File: config.mk
export PLATFORM = sky130hd
export DESIGN_NAME = mmio_port_responder
export DESIGN_NICKNAME = d
export VERILOG_FILES = /design/src/rtl/mmio_port_responder.sv
export SDC_FILE = /design/constraint.sdc
export NUM_CORES = 1
export LEC_CHECK = 0
export ABC_AREA = 1
export BUFFER_PORTS_ARGS = -buffer_cell sky130_fd_sc_hd__buf_2
export CAP_MARGIN = 20
export CORE_MARGIN = 1
export CORE_UTILIZATION = 54
export CTS_BUF_LIST = sky130_fd_sc_hd__clkbuf_8 sky130_fd_sc_hd__clkbuf_16
export DETAILED_ROUTE_END_ITERATION = 10
export HOLD_SLACK_MARGIN = 0.08
export PLACE_DENSITY = 0.85
export SYNTH_ARGS = -nofsm -noshare
export SYNTH_HDL_FRONTEND = slang
export SYNTH_SLANG_ARGS = --single-unit
File: constraint.sdc
create_clock -name clk -period 4.6 [get_ports clk]
set_input_delay 0.69 -clock clk [delete_from_list [all_inputs] [get_ports clk]]
set_output_delay 0.69 -clock clk [all_outputs]
set_load 0.005 [all_outputs]
File: src/rtl/mmio_port_responder.sv
// Memory-mapped I/O responder: PortOut register, synchronized PortIn, and an
// event FIFO that logs every synchronized PortIn change for software to drain.
module mmio_port_responder #(
  parameter logic [31:0] IO_BASE     = 32'h1001_0100,
  parameter int          FIFO_DEPTH  = 4,
  parameter int          SYNC_STAGES = 2
) (
  input  logic        clk,
  input  logic        reset,
  input  logic [31:0] Address,
  input  logic [31:0] WriteData,
  input  logic        MemWrite,
  input  logic        MemRead,
  input  logic [7:0]  PortIn,
  output logic [31:0] ReadData,
  output logic        IOSelect,
  output logic [31:0] PortOut
);
  localparam int AW = $clog2(FIFO_DEPTH);
  localparam int CW = AW + 1;

  localparam logic [1:0] OFF_OUT  = 2'd0;
  localparam logic [1:0] OFF_IN   = 2'd1;
  localparam logic [1:0] OFF_STAT = 2'd2;
  localparam logic [1:0] OFF_EVT  = 2'd3;

  logic [SYNC_STAGES-1:0][7:0] r_sync;
  logic [7:0]                  r_prev;
  logic [FIFO_DEPTH-1:0][7:0]  r_mem;
  logic [AW-1:0]               r_wp, r_rp;
  logic [CW-1:0]               r_count;
  logic                        r_ovf;
  logic [31:0]                 r_port_out;

  logic        w_hit, w_wr, w_empty, w_full, w_change, w_pop, w_push, w_unused;
  logic [1:0]  w_off;
  logic [7:0]  w_sync_q;
  logic [31:0] w_status;

  assign w_hit    = (Address[31:4] == IO_BASE[31:4]);
  assign w_off    = Address[3:2];
  assign w_wr     = MemWrite & w_hit;
  assign w_unused = ^Address[1:0];

  assign w_sync_q = r_sync[SYNC_STAGES-1];
  assign w_change = (w_sync_q != r_prev);
  assign w_empty  = (r_count == '0);
  assign w_full   = (r_count == CW'(FIFO_DEPTH));
  assign w_pop    = MemRead & w_hit & (w_off == OFF_EVT) & ~w_empty;
  // A full FIFO still accepts a push when the same edge pops the head.
  assign w_push   = w_change & (~w_full | w_pop);

  assign w_status = {16'b0, 8'(r_count), 5'b0, r_ovf, w_full, ~w_empty};

  assign IOSelect = w_hit;
  assign PortOut  = r_port_out;

  always_comb begin
    ReadData = '0;
    if (MemRead && w_hit) begin
      case (w_off)
        OFF_OUT:  ReadData = r_port_out;
        OFF_IN:   ReadData = {24'b0, w_sync_q};
        OFF_STAT: ReadData = w_status;
        OFF_EVT:  ReadData = w_empty ? 32'b0 : {24'b0, r_mem[r_rp]};
        default:  ReadData = '0;
      endcase
    end
  end

  always_ff @(posedge clk or negedge reset) begin
    if (!reset) begin
      r_sync     <= '0;
      r_prev     <= '0;
      r_wp       <= '0;
      r_rp       <= '0;
      r_count    <= '0;
      r_ovf      <= 1'b0;
      r_port_out <= '0;
    end else begin
      r_sync <= {r_sync[SYNC_STAGES-2:0], PortIn};
      r_prev <= w_sync_q;

      if (w_wr && w_off == OFF_OUT)
        r_port_out <= WriteData;

      // Set takes priority over a same-edge W1C clear.
      if (w_change && w_full && !w_pop)
        r_ovf <= 1'b1;
      else if (w_wr && w_off == OFF_STAT && WriteData[2])
        r_ovf <= 1'b0;

      if (w_push) r_wp <= r_wp + AW'(1);
      if (w_pop)  r_rp <= r_rp + AW'(1);
      if (w_push && !w_pop)
        r_count <= r_count + CW'(1);
      else if (w_pop && !w_push)
        r_count <= r_count - CW'(1);
    end
  end

  always_ff @(posedge clk) begin
    if (reset && w_push)
      r_mem[r_wp] <= w_sync_q;
  end
endmodule

[Word-level counts from Yosys, hierarchy flattened]
Index checks and enable logic that the tools add are counted.
Operators by class
  order comparisons: 3
  add/subtract/negate cells: 4
  eq/ne operators: 6
  bitwise gates (word level): 8
  reduce and logical (&&, ||, !) cells: 16
  muxes and demuxes: 12
Operators with widths (count)
  case mux 32 bit (4 select lines): 1
  bitwise mux 32 bit: 1
  2-to-1 mux 32 bit: 1
  equality test 28 x 25 -> 1 bit (second input constant): 1
  2-to-1 mux 8 bit: 3
  binary-select mux 8 bit (select 2 bit): 1
  demux 8 bit (select 2 bit): 1
  logical AND 1 bit: 10
  != test 8 bit: 1
  < comparator 2 x 3 -> 1 bit (second input constant): 2
  2-to-1 mux 3 bit: 2
  AND 1 bit: 5
  adder 2 x 1 -> 2 bit (second input constant): 2
  equality test 2 bit (second input constant): 2
  nonzero test 2 bit: 2
  adder 3 x 1 -> 3 bit (second input constant): 1
  equality test 3 bit (second input constant): 1
  logical NOT 3 bit: 1
  subtractor 3 x 1 -> 3 bit (second input constant): 1
  equality test 2 x 1 -> 1 bit (second input constant): 1
  greater-or-equal comparator 2 x 1 -> 1 bit (second input constant): 1
  logical NOT 1 bit: 2
  logical NOT 2 bit: 1
  2-to-1 mux 1 bit: 2
  2 further kinds: 3
Word-level totals
  output and inout bits: 65
  flip-flop bits (word level): 96
  logic and storage cells: 61

[Depth between registers and ports, before layout]
Gate-level depths: netlist of the first run.
  depth in word-level cells: 10
  gate-level depth with buffers: 16
  gate-level depth less buffers: 16

[Worst setup path before layout of the first run]
OpenSTA, ideal clock, no wires.
  path kind: input to register
  start: input port Address[31]
  end: register r_count[2]
  setup time: 131 ps
  stages: 14
  path buffers: 0
  required time: 4469 ps
  setup slack: 1915 ps
  arrival: 2554 ps
  path through: or2_0 -> nor2_1 -> nand2_1 -> nor2_4 -> nand3_1 -> nand2_1 -> nand2_1 -> inv_1 -> ha_1 -> inv_1 -> fa_1 -> a21oi_1 -> o21ai_0 -> xor2_1
Between the ends
  word-level cells in the longest chain between the ends: 9
  elaborated cells between the ends (all ways): 12
RTL lines
  from (decl): RTL line 10  | input logic [31:0] Address,
  equality test 28 x 25 -> 1 bit (*): RTL line 40  | assign w_hit = (Address[31:4] == IO_BASE[31:4]);
  via IOSelect: RTL line 16  | output logic IOSelect,
  AND 1 bit (*) (3 in series): RTL line 49  | assign w_pop = MemRead & w_hit & (w_off == OFF_EVT) & ~w_empty;
  OR 1 bit (*): RTL line 51  | assign w_push = w_change & (~w_full | w_pop);
  AND 1 bit (*): RTL line 51
  via w_push: RTL line 35  | logic w_hit, w_wr, w_empty, w_full, w_change, w_pop, w_push, w_unused;
  logical NOT 1 bit: RTL line 97  | else if (w_pop && !w_push)
  logical AND 1 bit: RTL line 97
  nonzero test 2 bit (no line)
  to (signal assigned): RTL line 96  | r_count <= r_count + CW'(1);
  to (signal assigned): RTL line 98  | r_count <= r_count - CW'(1);
  to (decl): RTL line 31  | logic [CW-1:0] r_count;
The timed path passes the listed nets; every way through them passes the cells marked *.
A chain may end at the register's enable or synchronous reset.

[Worst setup path in the final report of the first run]
  start: input port Address[3]
  end: output port ReadData[0]
Between the ends
  word-level cells in the longest chain between the ends: 3
  elaborated cells between the ends (all ways): 6
RTL lines
  equality test 2 bit (tied with other cells): RTL line 61  | case (w_off)
  case mux 32 bit (4 select lines) (*): RTL line 61
  2-to-1 mux 32 bit (*): RTL line 60  | if (MemRead && w_hit) begin
  to (decl): RTL line 15  | output logic [31:0] ReadData,
Mark *: on every way between the ends. The rest lies on a longest branch, timed or not.

==> impl_metrics.env, run 1 <==
export IMPL_nNetsFinal=638
export IMPL_hold_viol=0
export IMPL_dpl_cell_count=644
export IMPL_synth_seq_cells=96
export IMPL_critPathArrivalTime_ns=2.43
export IMPL_seqCellArea_um2=2560
export IMPL_slowest_delay_ns=0.59
export IMPL_dr_wl_met2_um=4770
export IMPL_avgSynthCellArea_um2=9.81
export IMPL_leakage_nw=2.48
export IMPL_startpoint_type="input port"
export IMPL_diodes=0
export IMPL_dr_first_iter_drc_count=221
export IMPL_cpMaxStageDelayCell="nor2_1"
export IMPL_cp_common_cell="buf_2"
export IMPL_area_delta_synth_final_pct=22.3
export IMPL_outcome="finished, final reports clean"
export IMPL_vias_per_cell=5.15
export IMPL_vias=3397
export IMPL_fin_crit_ns=3.12
export IMPL_syn_nets=504
export IMPL_insertion_delay_ns=0.36
export IMPL_die_width_um=89.6
export IMPL_overflow=0
export IMPL_holdCritPathClass="reg2reg"
export IMPL_multiInputGateArea_um2=1320
export IMPL_path_cells="buf_2 > nor2_1 > inv_2 > o211ai_1 > a31oi_1 > buf_2"
export IMPL_slew_viol_final=0
export IMPL_grt_max_degree=65
export IMPL_ir_drop_mv=0.221
export IMPL_required_ns=3.91
export IMPL_worst_pin_slew_ns=0.796
export IMPL_cts_resized=0
export IMPL_cap_violations=0
export IMPL_gp_congestion=0.805
export IMPL_dp_slack_ns=1.53
export IMPL_rows=31
export IMPL_drcViolationCount=0
export IMPL_clkTransAtPathRegs_ns=0.09
export IMPL_finish_utilization_pct=69.1
export IMPL_dp_hpwl_um=6590
export IMPL_slew_limit_headroom_pct=46.7
export IMPL_design_core_area_um2=7330
export IMPL_worst_path_max_fanout=34
export IMPL_antenna_found_initial=0
export IMPL_post_cts_setup_buffers=0
export IMPL_fmax_ghz=0.320
export IMPL_dieArea_um2=8020
export IMPL_initial_core_util_pct=56.5
export IMPL_setup_ws_ns=1.48
export IMPL_fp_dieH_um=89.6
export IMPL_cts_tree="built"
export IMPL_grt_pass1_vias=3163
export IMPL_power_density_nw_per_um2=297
export IMPL_synthCells=422
export IMPL_setup_viol=0
export IMPL_htree_num_levels=3
export IMPL_p_total_mw=1.50
export IMPL_fillers=521
export IMPL_worstSetupEndpointType="output port"
export IMPL_synth_cell_types=30
export IMPL_ios=141
export IMPL_tns_ns=0
export IMPL_synth_area_um2=4140
export IMPL_cts_buffers=9
export IMPL_yosysWarnings=0
export IMPL_ctsHoldBuffers=0
export IMPL_cts_sinks=96
export IMPL_stdcell_area_um2=5060
export IMPL_grt_usage_pct=24.4
export IMPL_cts_root_buf="clkbuf_8"
export IMPL_timing_hold_ws_ns=0.355
export IMPL_rsz0062_at_grt="no"
export IMPL_yosysSeqAreaShare_pct=61.9
export IMPL_grt_pass1_wl_um=14400
export IMPL_wl_um=9140
export IMPL_io_buffers=138
export IMPL_drive_gt1_share_pct=28.9
export IMPL_top_layer_used="met4"
export IMPL_avgRoutedWirePerCell_um=13.8
export IMPL_placed_area_um2=4870
export IMPL_path_class="in2out"
export IMPL_fin_crit_sh_pct=67.9
export IMPL_wirelength_met1_um=3730
export IMPL_wl_met3_um=519
export IMPL_skew_ns=0.0100
export IMPL_ant_nets=0
export IMPL_clock_tree_buffer_depth=2
export IMPL_stdcell_count=660
export IMPL_dr_pass1_iters=5
synthesized netlist by cell type (all sizes together):
cell    instances  area [um^2]
buf            11         75.1
nand3           6         35.0
a31oi           6         37.5
clkbuf          6         22.5
nand2          95          364
dfrtp          64         1600
edfxtp         32          961
nand4           1         6.26
xor2           10         87.6
o21ai          53          265
o22ai           8         50.1
a41oi           2         17.5
or2             1         6.26
xnor2           1         8.76
nor2           49          208
o211ai          1         7.51
ha              5         62.6
a21oi           4         20.0
mux2            1         11.3
nor3           23          115
fa              1         20.0
inv            42          158
path summary, 6_finish.rpt:
| path | end | depth (start not counted) | from | slack, ns |
|---|---|---|---|---|
| setup / recovery | ReadData[0] | 6 | Address[3] | 1.48 |
| hold / removal | w_sync_q[2]$_DFF_PN0_ | 0 | r_sync[2]$_DFF_PN0_ | 0.36 |
| setup reg to reg | r_count[1]$_DFFE_PN0P_ | 9 | w_sync_q[7]$_DFF_PN0_ | 2.25 |
| hold reg to reg | w_sync_q[2]$_DFF_PN0_ | 0 | r_sync[2]$_DFF_PN0_ | 0.36 |
| max in group asynchronous | r_sync[1]$_DFF_PN0_ | 2 | reset | 3.54 |
| min in group asynchronous | r_wp[0]$_DFFE_PN0P_ | 2 | reset | 0.57 |
routing by layer:
metal	GRT usage [%]	up-vias
met3	5.91	11
met4	9.81	0
met1	30.2	1616
li1	-	1650
met5	0	-
met2	41.3	120
kinds of logic after synthesis:
kind of cell,count (synthesis),share of synthesized area (%)
flops,96,61.9
buf+inv,59,6.16
xor+xnor,11,2.33
compound gates,74,9.61
simple gates,175,17.7
mux,1,0.272
fa+ha+maj,6,1.99
critical path, delay by kind of cell:
kind            cells  cell delay, ns
compound gates      2            0.39
buf+inv             3            0.73
simple gates        1            0.59
power breakdown:
part / internal [mW] / total [mW] / leakage (nW) / switching, mW
clock network: 0.224 / 0.532 / 0.100 / 0.307
registers: 0.893 / 0.903 / 1.01 / 0.0101
logic: 0.0300 / 0.0678 / 1.38 / 0.0378
cell usage in the layout (no fill, tap or decap), types with 2 or more instances in the layout:
| cell type | count |
|---|---|
| a21oi_1 | 4 |
| a31oi_1 | 6 |
| a41oi_1 | 2 |
| buf_2 | 138 |
| buf_4 | 2 |
| clkbuf_8 | 10 |
| dfrtp_1 | 64 |
| edfxtp_1 | 32 |
| ha_1 | 5 |
| inv_1 | 41 |
| inv_6 | 4 |
| nand2_1 | 94 |
| nand3_1 | 5 |
| nor2_1 | 47 |
| nor3_1 | 23 |
| o21ai_0 | 53 |
| o22ai_1 | 8 |
| xor2_1 | 10 |
sequential cells by signal, indices dropped and copies added, names as in the netlist:
name      cells
PortOut      32
r_mem        32
r_prev        8
r_sync        8
w_sync_q      8
r_count       3
r_rp          2
r_wp          2
r_ovf         1
final cells by class:
cell class | count | share of cell area [%]
sequential | 96 | 50.6
timing repair buffer | 140 | 13.9
clock inverter | 6 | 1.09
inverter | 42 | 3.11
multi-input combinational | 267 | 26.1
clock buffer | 10 | 2.72
tap | 99 | 2.45
No activity file was read; power rests on OpenSTA's default activity.
==> run 2: changes to the inputs <==
--- a/config.mk
+++ b/config.mk
@@ -9,11 +9,11 @@
 export BUFFER_PORTS_ARGS = -buffer_cell sky130_fd_sc_hd__buf_2
 export CAP_MARGIN = 20
 export CORE_MARGIN = 1
-export CORE_UTILIZATION = 54
+export CORE_UTILIZATION = 50
 export CTS_BUF_LIST = sky130_fd_sc_hd__clkbuf_8 sky130_fd_sc_hd__clkbuf_16
 export DETAILED_ROUTE_END_ITERATION = 10
 export HOLD_SLACK_MARGIN = 0.08
-export PLACE_DENSITY = 0.85
+export PLACE_DENSITY = 0.8
 export SYNTH_ARGS = -nofsm -noshare
 export SYNTH_HDL_FRONTEND = slang
 export SYNTH_SLANG_ARGS = --single-unit
==> constraint.sdc (replaced) <==
create_clock -name clk -period 3.16 [get_ports clk]
set_input_delay 0.474 -clock clk [delete_from_list [all_inputs] [get_ports clk]]
set_output_delay 0.474 -clock clk [all_outputs]
set_load 0.005 [all_outputs]
==> impl_metrics.env, run 2 (same netlist as run 1, synthesis figures left out) <==
export IMPL_timing_hold_ws_ns=0.221
export IMPL_mostFrequentLayoutCells="138 x buf_2, 94 x nand2_1, 64 x dfrtp_1"
export IMPL_design_core_area_um2=7850
export IMPL_hold_depth=1
export IMPL_fillers=628
export IMPL_skew_ns=0.0120
export IMPL_clock_tree_buffer_depth=2
export IMPL_cts_tree="built"
export IMPL_worst_path_max_fanout=19
export IMPL_dp_hpwl_um=6840
export IMPL_dr_first_iter_drc_count=155
export IMPL_grt_max_degree=65
export IMPL_grt_usage_pct=22.9
export IMPL_io_buffers=138
export IMPL_dieArea_um2=8650
export IMPL_holdPathEnd="r_sync[5]$_DFF_PN0_"
export IMPL_grt_pass1_wl_um=15100
export IMPL_finish_utilization_pct=64.9
export IMPL_leakage_nw=2.50
export IMPL_cts_buffers=9
export IMPL_rows=32
export IMPL_drcViolationCount=0
export IMPL_stdcell_count=668
export IMPL_holdCritPathClass="in2reg"
export IMPL_wl_um=9510
export IMPL_diodes=0
export IMPL_avgRoutedWirePerCell_um=14.2
export IMPL_layout_commonest_cell="buf_2"
export IMPL_r2r_end="r_count[1]$_DFFE_PN0P_"
export IMPL_initial_core_util_pct=52.8
export IMPL_rr_worst_depth=9
export IMPL_slew_limit_headroom_pct=49.1
export IMPL_nNetsFinal=643
export IMPL_worst_pin_slew_ns=0.764
export IMPL_worstSetupEndpointType="output port"
export IMPL_startpoint_type="flop"
export IMPL_outcome="finished, final reports clean"
export IMPL_antenna_found_initial=0
export IMPL_hold_path_startpoint="PortIn[5]"
export IMPL_fin_crit_sh_pct=85.3
export IMPL_fmax_ghz=0.371
export IMPL_clkTransAtPathRegs_ns=0.10
export IMPL_fp_dieH_um=93.0
export IMPL_worst_r2r_startpoint="w_sync_q[5]$_DFF_PN0_"
export IMPL_r2r_slack_ns=0.82
export IMPL_hold_viol=0
export IMPL_tns_ns=0
export IMPL_post_cts_setup_buffers=0
export IMPL_ctsHoldBuffers=0
export IMPL_dp_slack_ns=0.357
export IMPL_fin_crit_ns=2.69
export IMPL_stdcell_area_um2=5090
export IMPL_die_width_um=93.0
export IMPL_ios=141
export IMPL_critPathArrivalTime_ns=2.22
export IMPL_path_class="reg2out"
export IMPL_cts_root_buf="clkbuf_8"
export IMPL_cts_sinks=96
export IMPL_required_ns=2.69
export IMPL_area_delta_synth_final_pct=23.0
export IMPL_setup_ws_ns=0.466
export IMPL_htree_num_levels=3
export IMPL_vias_per_cell=5.12
export IMPL_dpl_cell_count=652
export IMPL_grt_pass1_vias=3200
export IMPL_p_total_mw=2.14
export IMPL_power_density_nw_per_um2=421
export IMPL_slew_viol_final=0
export IMPL_ir_drop_mv=0.357
export IMPL_dr_pass1_iters=5
export IMPL_placed_area_um2=4910
export IMPL_insertion_delay_ns=0.35
export IMPL_overflow=0
export IMPL_rsz0062_at_grt="no"
export IMPL_vias=3417
export IMPL_cap_violations=0
export IMPL_setup_viol=0
export IMPL_gp_congestion=0.815
export IMPL_drive_gt1_share_pct=29.3
export IMPL_ant_nets=0
export IMPL_cts_resized=0
-- run 2: changes by cell type in the layout (fill, tap and decap cells not counted) --
cell,previous run,this run
clkbuf_8,10,9
inv_6,4,2
inv_1,41,42
buf_4,2,7
inv_4,0,1
clkinv_4,1,0
clkinvlp_4,0,2
-- run 2: cell type report --
cell class / count / area [um^2] / area share [%]
tap: 102 / 128 / 2.51
clock inverter: 7 / 53.8 / 1.06
clock buffer: 9 / 124 / 2.43
sequential: 96 / 2560 / 50.3
timing repair buffer: 145 / 743 / 14.6
inverter: 42 / 158 / 3.10
multi-input combinational: 267 / 1320 / 26.0
-- run 2: report_power, final --
part	internal [mW]	switching [mW]	total [mW]
clock network	0.295	0.436	0.731
registers	1.30	0.0150	1.31
logic	0.0444	0.0543	0.0988
total	1.64	0.505	2.14
-- run 2: worst max-delay path by stage --
| stage | start | end | slack [ns] | cells past startpoint |
|---|---|---|---|---|
| floorplan | Address[31] | r_count[2]$_DFFE_PN0P_ | 0.69 | 14 |
| global placement | Address[31] | r_count[2]$_DFFE_PN0P_ | 0.42 | 15 |
| detailed placement | Address[31] | r_count[2]$_DFFE_PN0P_ | 0.36 | 15 |
| CTS | r_rp[0]$_DFFE_PN0P_ | ReadData[2] | 0.50 | 6 |
| global route | r_rp[0]$_DFFE_PN0P_ | ReadData[4] | 0.26 | 6 |
| finish | r_rp[0]$_DFFE_PN0P_ | ReadData[2] | 0.47 | 6 |
-- run 2: layer usage --
metal  global-route usage (%)  share of wire (%)
met2                     39.8                 52
met3                     3.98                5.0
met1                     28.7                 42
met4                     8.33                1.8
met5                        0                  0
-- run 2: worst max-delay path: stages (launching register included) --
cell and delay [ns]:
dfrtp_1 0.72, inv_1 0.41, o21ai_0 0.27, o22ai_1 0.11, nand2_1 0.09, a41oi_1 0.11
buf_2 0.15
==> run 3: changes to the inputs <==
--- a/config.mk
+++ b/config.mk
@@ -8,10 +8,12 @@
 export ABC_AREA = 1
 export BUFFER_PORTS_ARGS = -buffer_cell sky130_fd_sc_hd__buf_2
 export CAP_MARGIN = 20
+export CORE_ASPECT_RATIO = 0.8
 export CORE_MARGIN = 1
 export CORE_UTILIZATION = 50
 export CTS_BUF_LIST = sky130_fd_sc_hd__clkbuf_8 sky130_fd_sc_hd__clkbuf_16
 export DETAILED_ROUTE_END_ITERATION = 10
+export GPL_TIMING_DRIVEN = 0
 export HOLD_SLACK_MARGIN = 0.08
 export PLACE_DENSITY = 0.8
 export SYNTH_ARGS = -nofsm -noshare
==> constraint.sdc (replaced) <==
create_clock -name clk -period 3.16 [get_ports clk]
set_input_delay 0.474 -clock clk [delete_from_list [all_inputs] [get_ports clk]]
set_output_delay 0.474 -clock clk [all_outputs]
set_load 0.02 [all_outputs]
==> impl_metrics.env, run 3 (same netlist as run 1, synthesis figures left out) <==
export IMPL_holdCritPathClass="in2async"
export IMPL_rsz0062_at_grt="no"
export IMPL_slew_viol_final=0
export IMPL_setup_viol=0
export IMPL_ant_nets=0
export IMPL_crit_family="buffers and inverters"
export IMPL_p_int_mw=1.67
export IMPL_insertion_delay_ns=0.36
export IMPL_cts_root_buf="clkbuf_8"
export IMPL_mostFrequentLayoutCells="143 x buf_2, 94 x nand2_1, 64 x dfrtp_1"
export IMPL_dr_pass1_iters=4
export IMPL_dieArea_um2=8650
export IMPL_clock_tree_buffer_depth=2
export IMPL_cap_violations=0
export IMPL_power_clock_fraction_pct=35.3
export IMPL_cts_sinks=96
export IMPL_power_density_nw_per_um2=424
export IMPL_dr_first_iter_drc_count=375
export IMPL_diodes=0
export IMPL_rows=29
export IMPL_tns_ns=0
export IMPL_die_width_um=104
export IMPL_worstSetupStartpoint="r_rp[0]$_DFFE_PN0P_"
export IMPL_p_sw_share_pct=23.7
export IMPL_r2r_slack_ns=0.77
export IMPL_worst_pin_slew_ns=0.806
export IMPL_gp_congestion=0.845
export IMPL_path_class="reg2out"
export IMPL_overflow=0
export IMPL_netSwitchingPower_uw=517
export IMPL_startpoint_type="flop"
export IMPL_vias=3505
export IMPL_fp_dieH_um=83.4
export IMPL_p_comb_share_pct=4.6
export IMPL_wl_um=9730
export IMPL_fin_crit_sh_pct=85.0
export IMPL_dpl_cell_count=668
export IMPL_antenna_found_initial=0
export IMPL_worst_path_max_fanout=10
export IMPL_post_cts_setup_buffers=0
export IMPL_slowest_delay_ns=0.43
export IMPL_cts_resized=0
export IMPL_slew_limit_headroom_pct=46.0
export IMPL_drcViolationCount=0
export IMPL_io_buffers=138
export IMPL_hold_viol=0
export IMPL_required_ns=2.69
export IMPL_critPathArrivalTime_ns=2.21
export IMPL_fmax_ghz=0.372
export IMPL_clkTransAtPathRegs_ns=0.10
export IMPL_vias_per_cell=5.12
export IMPL_design_core_area_um2=7980
export IMPL_leakage_nw=2.53
export IMPL_outcome="finished, final reports clean"
export IMPL_ir_drop_mv=0.388
export IMPL_path_cells="buf_2 > clkbuf_1 > nor2_1 > o22ai_1 > nand2_1 > a41oi_1 > buf_2"
export IMPL_area_delta_synth_final_pct=24.7
export IMPL_cpMaxStageDelayCell="clkbuf_1"
export IMPL_cts_tree="built"
export IMPL_power_frac_seq_pct=60.2
export IMPL_setup_ws_ns=0.473
export IMPL_fin_crit_ns=2.69
export IMPL_ctsHoldBuffers=0
export IMPL_layout_commonest_cell="buf_2"
export IMPL_worstSetupEndpointType="output port"
export IMPL_initial_core_util_pct=51.9
export IMPL_grt_usage_pct=23.9
export IMPL_grt_pass1_vias=3427
export IMPL_drive_gt1_share_pct=29.5
export IMPL_grt_max_degree=66
export IMPL_timing_hold_ws_ns=0.190
export IMPL_critPathCapture="ReadData[1]"
export IMPL_cts_buffers=9
export IMPL_dp_slack_ns=0.316
export IMPL_rr_worst_depth=9
export IMPL_p_total_mw=2.19
export IMPL_nNetsFinal=653
export IMPL_crit_cells=7
export IMPL_avgRoutedWirePerCell_um=14.2
export IMPL_cp_num_buf_inv=3
export IMPL_r2r_end="r_count[1]$_DFFE_PN0P_"
export IMPL_ios=141
export IMPL_skew_ns=0.0116
export IMPL_htree_num_levels=3
export IMPL_cp_common_cell="buf_2"
export IMPL_worst_r2r_startpoint="w_sync_q[1]$_DFF_PN0_"
export IMPL_grt_pass1_wl_um=16100
export IMPL_dp_hpwl_um=7180
export IMPL_stdcell_count=684
==> run 3: cell count changes in the layout (fill, tap and decap cells not counted), sizes merged <==
cell and change:
buf +4, inv -1, clkinvlp -1, clkbuf +7, clkinv +1
==> run 3: area by class of cell <==
class	count	area (um^2)
Buffer	17	97.6
Clock buffer	10	138
Clock inverter	6	56.3
Fill cell	671	2820
Inverter	42	158
Multi-Input combinational cell	267	1320
Sequential cell	96	2560
Tap cell	108	135
Timing Repair Buffer	138	693
==> run 3: worst min path at each step <==
stage                        start                endpoint  slack [ns]
2_1_floorplan                reset  PortOut[0]$_DFFE_PN0P_        0.18
3_3_place_gp   r_sync[4]$_DFF_PN0_   w_sync_q[4]$_DFF_PN0_        0.33
3_5_place_dp   r_sync[0]$_DFF_PN0_   w_sync_q[0]$_DFF_PN0_        0.33
4_1_cts                  PortIn[5]     r_sync[5]$_DFF_PN0_        0.19
5_1_grt                  PortIn[7]     r_sync[7]$_DFF_PN0_        0.19
6_report                     reset     r_sync[5]$_DFF_PN0_        0.19
==> run 3: stage by stage <==
step	instance area, um^2	utilization [%]
after floorplan	4140	-
final	5160	64.7
after detailed placement	4970	62.2
after global routing	5160	64.7
after global placement	4970	62.2
after CTS	5160	64.7
==> run 3: per-layer routing <==
metal	vias up	share of wire (%)	wire, um	track usage (%)
met5	-	0	0	0
met4	0	2.2	217	10.3
met3	20	6.4	624	5.42
met2	130	49	4730	38.6
met1	1669	43	4170	31.4
li1	1686	-	-	-
==> run 3: power groups by stage <==
stage	clock network [mW]	logic [mW]	registers, mW
2_1_floorplan	0	0.0311	1.34
3_3_place_gp	0	0.0983	1.34
3_5_place_dp	0	0.101	1.34
4_1_cts	0.789	0.102	1.32
5_1_grt	0.831	0.114	1.32
6_report	0.771	0.100	1.32
